--- src/rtl/mux3_rr_arbiter.sv ---
// Round-robin arbiter for a shared 3:1 datapath mux with valid/ready toward one sink.
// Supports locked multi-beat ownership, capped at HOLD_MAX beats per grant.
module mux3_rr_arbiter #(
    parameter int HOLD_MAX = 4,
    parameter int CNT_W    = 4
) (
    input  logic             CLK,
    input  logic             RESET_N,
    input  logic [2:0]       REQ,
    input  logic [2:0]       LOCK,
    input  logic             OUT_READY,
    output logic [2:0]       GNT,
    output logic [1:0]       Sel,
    output logic             OUT_VALID,
    output logic             BUSY,
    output logic [CNT_W-1:0] BEAT_CNT
);

    localparam logic       IDLE  = 1'b0;
    localparam logic       GRANT = 1'b1;
    localparam logic [1:0] NONE  = 2'd3;

    logic             state, nxt_state;
    logic [1:0]       last, nxt_last, nxt_sel, win;
    logic [2:0]       nxt_gnt, others, cand;
    logic [CNT_W-1:0] nxt_cnt;
    logic [CNT_W:0]   cnt_inc, hold_lim;
    logic             owner_req, owner_lock, xfer, keep;

    // Search starts just after the last winner and wraps; NONE means no candidate.
    function automatic logic [1:0] pick(input logic [2:0] c, input logic [1:0] lw);
        logic [1:0] r;
        r = NONE;
        case (lw)
            2'd0: begin
                if (c[1]) r = 2'd1;
                else if (c[2]) r = 2'd2;
                else if (c[0]) r = 2'd0;
            end
            2'd1: begin
                if (c[2]) r = 2'd2;
                else if (c[0]) r = 2'd0;
                else if (c[1]) r = 2'd1;
            end
            default: begin
                if (c[0]) r = 2'd0;
                else if (c[1]) r = 2'd1;
                else if (c[2]) r = 2'd2;
            end
        endcase
        return r;
    endfunction

    assign BUSY       = (state == GRANT);
    assign owner_req  = |(REQ & GNT);
    assign owner_lock = |(LOCK & GNT);
    assign OUT_VALID  = BUSY & owner_req;

    assign cnt_inc  = {1'b0, BEAT_CNT} + {{CNT_W{1'b0}}, 1'b1};
    assign hold_lim = (CNT_W+1)'(HOLD_MAX);

    always_comb begin
        xfer   = OUT_VALID & OUT_READY;
        keep   = xfer & owner_lock & (cnt_inc < hold_lim);
        // The current owner only competes again when nobody else is asking.
        others = REQ & ~GNT;
        cand   = (BUSY && (others != 3'b000)) ? others : REQ;
        win    = pick(cand, last);

        nxt_state = state;
        nxt_gnt   = GNT;
        nxt_sel   = Sel;
        nxt_cnt   = BEAT_CNT;
        nxt_last  = last;

        if (keep) begin
            nxt_cnt = cnt_inc[CNT_W-1:0];
        end else if (!BUSY || xfer || !owner_req) begin
            nxt_cnt = '0;
            if (win == NONE) begin
                nxt_state = IDLE;
                nxt_gnt   = 3'b000;
                nxt_sel   = 2'b00;
            end else begin
                nxt_state = GRANT;
                nxt_gnt   = 3'b001 << win;
                nxt_sel   = win;
                nxt_last  = win;
            end
        end
    end

    always_ff @(posedge CLK) begin
        if (!RESET_N) begin
            state    <= IDLE;
            GNT      <= 3'b000;
            Sel      <= 2'b00;
            BEAT_CNT <= '0;
            last     <= 2'd2;
        end else begin
            state    <= nxt_state;
            GNT      <= nxt_gnt;
            Sel      <= nxt_sel;
            BEAT_CNT <= nxt_cnt;
            last     <= nxt_last;
        end
    end

endmodule

--- config.mk ---
export PLATFORM = sky130hd
export DESIGN_NAME = mux3_rr_arbiter
export DESIGN_NICKNAME = d
export VERILOG_FILES = /design/src/rtl/mux3_rr_arbiter.sv
export SDC_FILE = /design/constraint.sdc
export NUM_CORES = 1
export LEC_CHECK = 0
export CORE_UTILIZATION = 42
export DETAILED_ROUTE_END_ITERATION = 8
export PLACE_DENSITY = 0.75
export SLEW_MARGIN = 20
export SYNTH_ARGS = -nofsm -noshare
export SYNTH_HDL_FRONTEND = slang
export SYNTH_SLANG_ARGS = --single-unit
--- constraint.sdc ---
create_clock -name CLK -period 1.9 [get_ports CLK]
set_input_delay 0.285 -clock CLK [delete_from_list [all_inputs] [get_ports CLK]]
set_output_delay 0.285 -clock CLK [all_outputs]
set_load 0.01 [all_outputs]
Word-level counts from Yosys, hierarchy flattened:

Cells that the tools add are included.

* equality and inequality tests: 2
* reductions and logical operators: 12
* add/sub/neg operators: 1
* multiplexer cells: 16
* bitwise gates (word level): 10
* $lt $le $gt $ge: 1
* shifts and indexed selects: 1

Operators by type and width (count)
* $mux 2: 9
* $and 3x3->3: 3
* $mux 4: 2
* $mux 3: 2
* $reduce_or 3->1: 2
* $add 4x1->5 const B: 1
* $lt 5x3->1 const B: 1
* $and 1x1->1: 4
* $pmux 2 s2: 1
* $not 3->3: 1
* $reduce_and 3->1: 1
* $reduce_bool 3->1: 1
* $shl 1x2->3 const A: 1
* $eq 2x1->1 const B: 1
* $eq 2x2->1 const B: 1
* $logic_not 1->1: 2
* $logic_not 2->1: 1
* $logic_or 1x1->1: 2
* $mux 1: 2
* $not 1->1: 2
* $reduce_and 2->1: 1
* $reduce_bool 2->1: 1
* $logic_and 1x1->1: 1

* input bits: 9
* output and inout port bits: 11
* logic and storage cells: 48
* register bits: 12

Logic depth before layout (Yosys ltp):

* depth in word-level cells: 12
* gate-level depth with buffers: 7
* mapped depth without buffers: 7

Least setup slack after synthesis:

No wires, ideal clock.

* path type: register -> register
* start point: register GNT[2]
* end point: register GNT[2]
* setup slack: 0.246 ns
* arrival: 1.584 ns
* required time: 1.830 ns
* cell stages (with the launch flop): 7
* cell sequence: dfxtp_1 -> nor2b_1 -> o211ai_2 -> a31oi_1 -> a31oi_2 -> or3b_1 -> a21boi_1

* word-level cells in the longest chain between the ends: 11

Ends and longest elaborated chain
* from (decl): RTL line 12 `output logic [2:0] GNT,`
* from (signal assigned): RTL line 102 `GNT <= nxt_gnt;`
* $not 3->3: RTL line 66 `others = REQ & ~GNT;`
* $and 3x3->3: RTL line 66
* $reduce_bool 3->1: RTL line 67 `cand = (BUSY && (others != 3'b000)) ? others : REQ;`
* $logic_and 1x1->1: RTL line 67
* $mux 3: RTL line 67
* $mux 1, or another cell as far along: RTL line 48 `else if (c[2]) r = 2'd2;`
* $mux 2 (on tied branches): RTL line 47, 37, 42
* $mux 2 (on tied branches): RTL line 46, 36, 41
* $pmux 2 s2: RTL line 34 `case (lw)`
* $eq 2x2->1 / $shl 1x2->3 (equally long branches): RTL line 80, 86
* $mux 3: RTL line 80 `if (win == NONE) begin`

Several ways; a longest one is shown, not always the timed one.
A chain may end at the register's enable or synchronous reset.

Final worst setup path:

* start point: input port REQ[1]
* end point: register GNT[2]

* word-level cells in the longest chain between the ends: 10

Ends and longest elaborated chain
* from (decl): RTL line 9 `input logic [2:0] REQ,`
* $and 3x3->3: RTL line 66
* $reduce_bool 3->1: RTL line 67
* $logic_and 1x1->1: RTL line 67
* $mux 3: RTL line 67
* $mux 1, or another cell as far along: RTL line 48
* $mux 2 (on tied branches): RTL line 47, 37, 42
* $mux 2 (on tied branches): RTL line 46, 36, 41
* $pmux 2 s2: RTL line 34
* $eq 2x2->1 / $shl 1x2->3 (equally long branches): RTL line 80, 86
* $mux 3: RTL line 80

Several ways; a longest one is shown, not always the timed one.

==> summary.md <==
| Metric | Value |
|---|---|
| Startpoint type of the worst setup path | input port |
| Pwr per Cell Area | roughly 650 mW/mm^2 |
| Remaining antenna violation count | 0 |
| Category of the critical setup timing path | input port to register |
| WL/cell | ~14 um |
| Number of max-cap violations | 0 |
| Largest vdd supply drop | 0.542 mV |
| Die ar. | between 0.0015 and 0.002 sq mm |
| RePlAce Congestion | 0.756 |
| Max Clk Rate | approximately 550 MHz |
| Via count of the first global-routing pass | 509 |
| Worst clock skew on the final layout | 0.00235 ns |
| Ratio of cells with drive above 1 in the final layout | roughly a quarter |
| Root cell of the clock tree | sky130_fd_sc_hd__clkbuf_4 |
| Deepest level of the CTS H-tree | 1 |
| Total wire length after detailed routing | approximately 1.5 mm |
| Final hold violation count | 0 |
| Port Buffer Count | 19 |
| Met1 Use GR | between 20% and 30% |
| DRC marker count from the first detailed-route iteration | 21 |
| Area growth from synthesis to layout | 54.6% |
| Sequential element share of the synthesized area | 34.9% |
| Global-route track usage on met3 | 9.25% |
| Data arrival time at the worst-slack endpoint | roughly 2 ns |
| Outcome | completed |
| Antenna violations before repair | 0 |
| # setup viols final | 0 |
| Net count after synthesis | between 70 and 80 |
| Area of all placed cells without fillers | around 890 sq um |
| Detailed-placement wirelength estimate | between 1 and 1.5 mm |
| Count of clock tree sinks | 10 |
| Normalized max-slew margin | 76.3% |
| Commonest non-fill, non-tap cells in the layout | sky130_fd_sc_hd__clkdlybuf4s50_1 (17), sky130_fd_sc_hd__dfxtp_1 (10), sky130_fd_sc_hd__buf_4 (9) |
| Height of the chip | about 39 um |
| Starting density of the core | approximately half |
| Wire length of the first global-routing pass | around 2.2 mm |
| Leakage | 0.348 nW |
| Pin count of the biggest net entering global routing | 8 |
| Clock-pin slew reported for the worst setup and hold paths after clock tree synthesis | 0.06 ns |
| DRC viols | 0 |
| Total Power | 0.579 mW |
| Aggregate negative setup slack | 0 ns |
| Final cell utilization of the core | 74.7% |
| Buffer levels on the longest clock path | 2 |
| Ys Warns | 0 |
| Required time of the critical path | between 2 and 2.5 ns |
| Final critical delay including setup and external delays | about 1.8 ns |
| Kind of capture point of the worst setup path | register |
| Die Span X | around 40 um |
| CTS tree | done |
| Later-pin clock latency in the skew report | 0.27 ns |
| Post-Syn Instances | between 60 and 70 |
| I/O pins | 20 |
| Layout Nets | about 100 |
| GR Util All Layers | between 20% and 30% |
| Count of standard-cell rows | 12 |
| Std-Cell Core Area | 0.00119 sq mm |
| Final clock period utilization by the worst path | 95.2% |
| Detailed Routing Iterations Pass 1 | 4 |
| Most common cell after layout, fill and taps aside | sky130_fd_sc_hd__clkdlybuf4s50_1 |
| Maximum fanout along the worst path | 3 |
| Routed vias | roughly 600 |
| Antenna diodes | 0 |
| Count of unique library cells instantiated by Yosys | 30 |
| Met2 layer usage reported by global route | 32.9% |
| Synthesized area per cell | 9.10 sq um |
| Detailed-route vias per instance | 5.64 |
| Count of hold-fix buffers inserted at cts | 0 |
| Slew @ Worst Pin | about 0.35 ns |
| Worst hold path class | register to register |
| Non-filler cells in the finished layout | 107 |
| Final Max Slew Viols | 0 |
| Post-DP Area | ~830 sq um |
| GRT busiest layer | met2 |
| Cell area after technology mapping | between 500 and 600 sq um |
| Post-placement cell count | between 100 and 150 |
| Clock buffer count from CTS | 3 |
| Post-synthesis sequential element count | 10 |
| Overflow left after global routing | 0 |
[routing by layer]
layer / routed length [um] / share of wire (%)
met1: 695 / 48
met2: 594 / 41
met3: 137 / 9.4
met4: 27 / 1.9
met5: 0 / 0
[metrics by stage]
step,hold WS (ns),setup slack [ns]
finish,0.497,0.0908
detailed placement,0.489,-0.181
CTS,0.499,0.0557
global route,0.532,-0.00431
global placement,0.481,-0.191
floorplan,0.361,0.246
[flip-flops by register name, indices dropped and copies added, names as in the netlist]
| register | count |
|---|---|
| BEAT_CNT | 4 |
| BUSY | 1 |
| GNT | 3 |
| last | 2 |
[worst max-delay path, cell delays in order]
cell and delay, ns:
sky130_fd_sc_hd__clkdlybuf4s50_1 0.46, sky130_fd_sc_hd__nor2b_4 0.15, sky130_fd_sc_hd__o211ai_1 0.25, sky130_fd_sc_hd__and3b_1 0.27
sky130_fd_sc_hd__a21oi_1 0.11, sky130_fd_sc_hd__or3b_1 0.36, sky130_fd_sc_hd__a21boi_1 0.13
[final cells by class]
class,count,area (sq um)
Multi-Input combinational cell,50,369
Fill cell,102,300
Timing Repair Buffer,28,259
Sequential cell,10,200
Clock buffer,4,36.3
Tap cell,14,17.5
Inverter,1,3.75
[timing repair]
action / 4_1_cts / 5_1_grt
gates resized for setup: 1 / 4
endpoints found under the setup margin: 1 / 4
setup buffers: 1 / 0
pin swaps: 0 / 5
[power by group]
group / leakage [nW] / switching [mW] / internal (mW)
combinational: 0.245 / 0.0633 / 0.0877
clock: 0.0210 / 0.0710 / 0.116
sequential: 0.0820 / 0.0185 / 0.223
[final timing paths]
| kind | slack [ns] | end | from | cells after the start |
|---|---|---|---|---|
| max | 0.09 | GNT[2]$_SDFFE_PN0P_ | REQ[1] | 7 |
| min | 0.50 | BEAT_CNT[1]$_SDFFE_PN0P_ | BEAT_CNT[1]$_SDFFE_PN0P_ | 2 |
| max reg2reg | 0.16 | GNT[1]$_SDFFE_PN0P_ | GNT[0]$_SDFFE_PN0P_ | 7 |
| min reg2reg | 0.50 | BEAT_CNT[1]$_SDFFE_PN0P_ | BEAT_CNT[1]$_SDFFE_PN0P_ | 2 |
[cell usage after synthesis (all sizes together)]
master  count  area, sq um
a22oi       3         22.5
or2         1         6.26
and3b       1         8.76
and3        1         11.3
o211ai      3         27.5
o21a        1         7.51
a21boi      2         15.0
nand3       3         15.0
inv         1         3.75
o21ai       4         20.0
a222oi      2         20.0
nor3b       2         15.0
ha          1         12.5
a211oi      2         20.0
nand3b      2         15.0
dfxtp      10          200
a31o        1         8.76
nand2b      1         6.26
a31oi       2         18.8
or3b        1         8.76
buf         2         15.0
nor2b       5         38.8
nand2       6         22.5
and2b       1         8.76
a21oi       5         25.0
[logic make-up (layout without fill, tap and decap cells)]
family                     count (synthesis)  count (layout)  share of synthesized area, %
AOI/OAI and AO/OA                         25              25                          32.3
adders and majority gates                  1               1                          2.18
buffers and inverters                      3              33                          3.27
DFF                                       10              10                          34.9
and+or+nand+nor                           24              24                          27.3
Note: power is estimated with default switching activity, not from simulation.
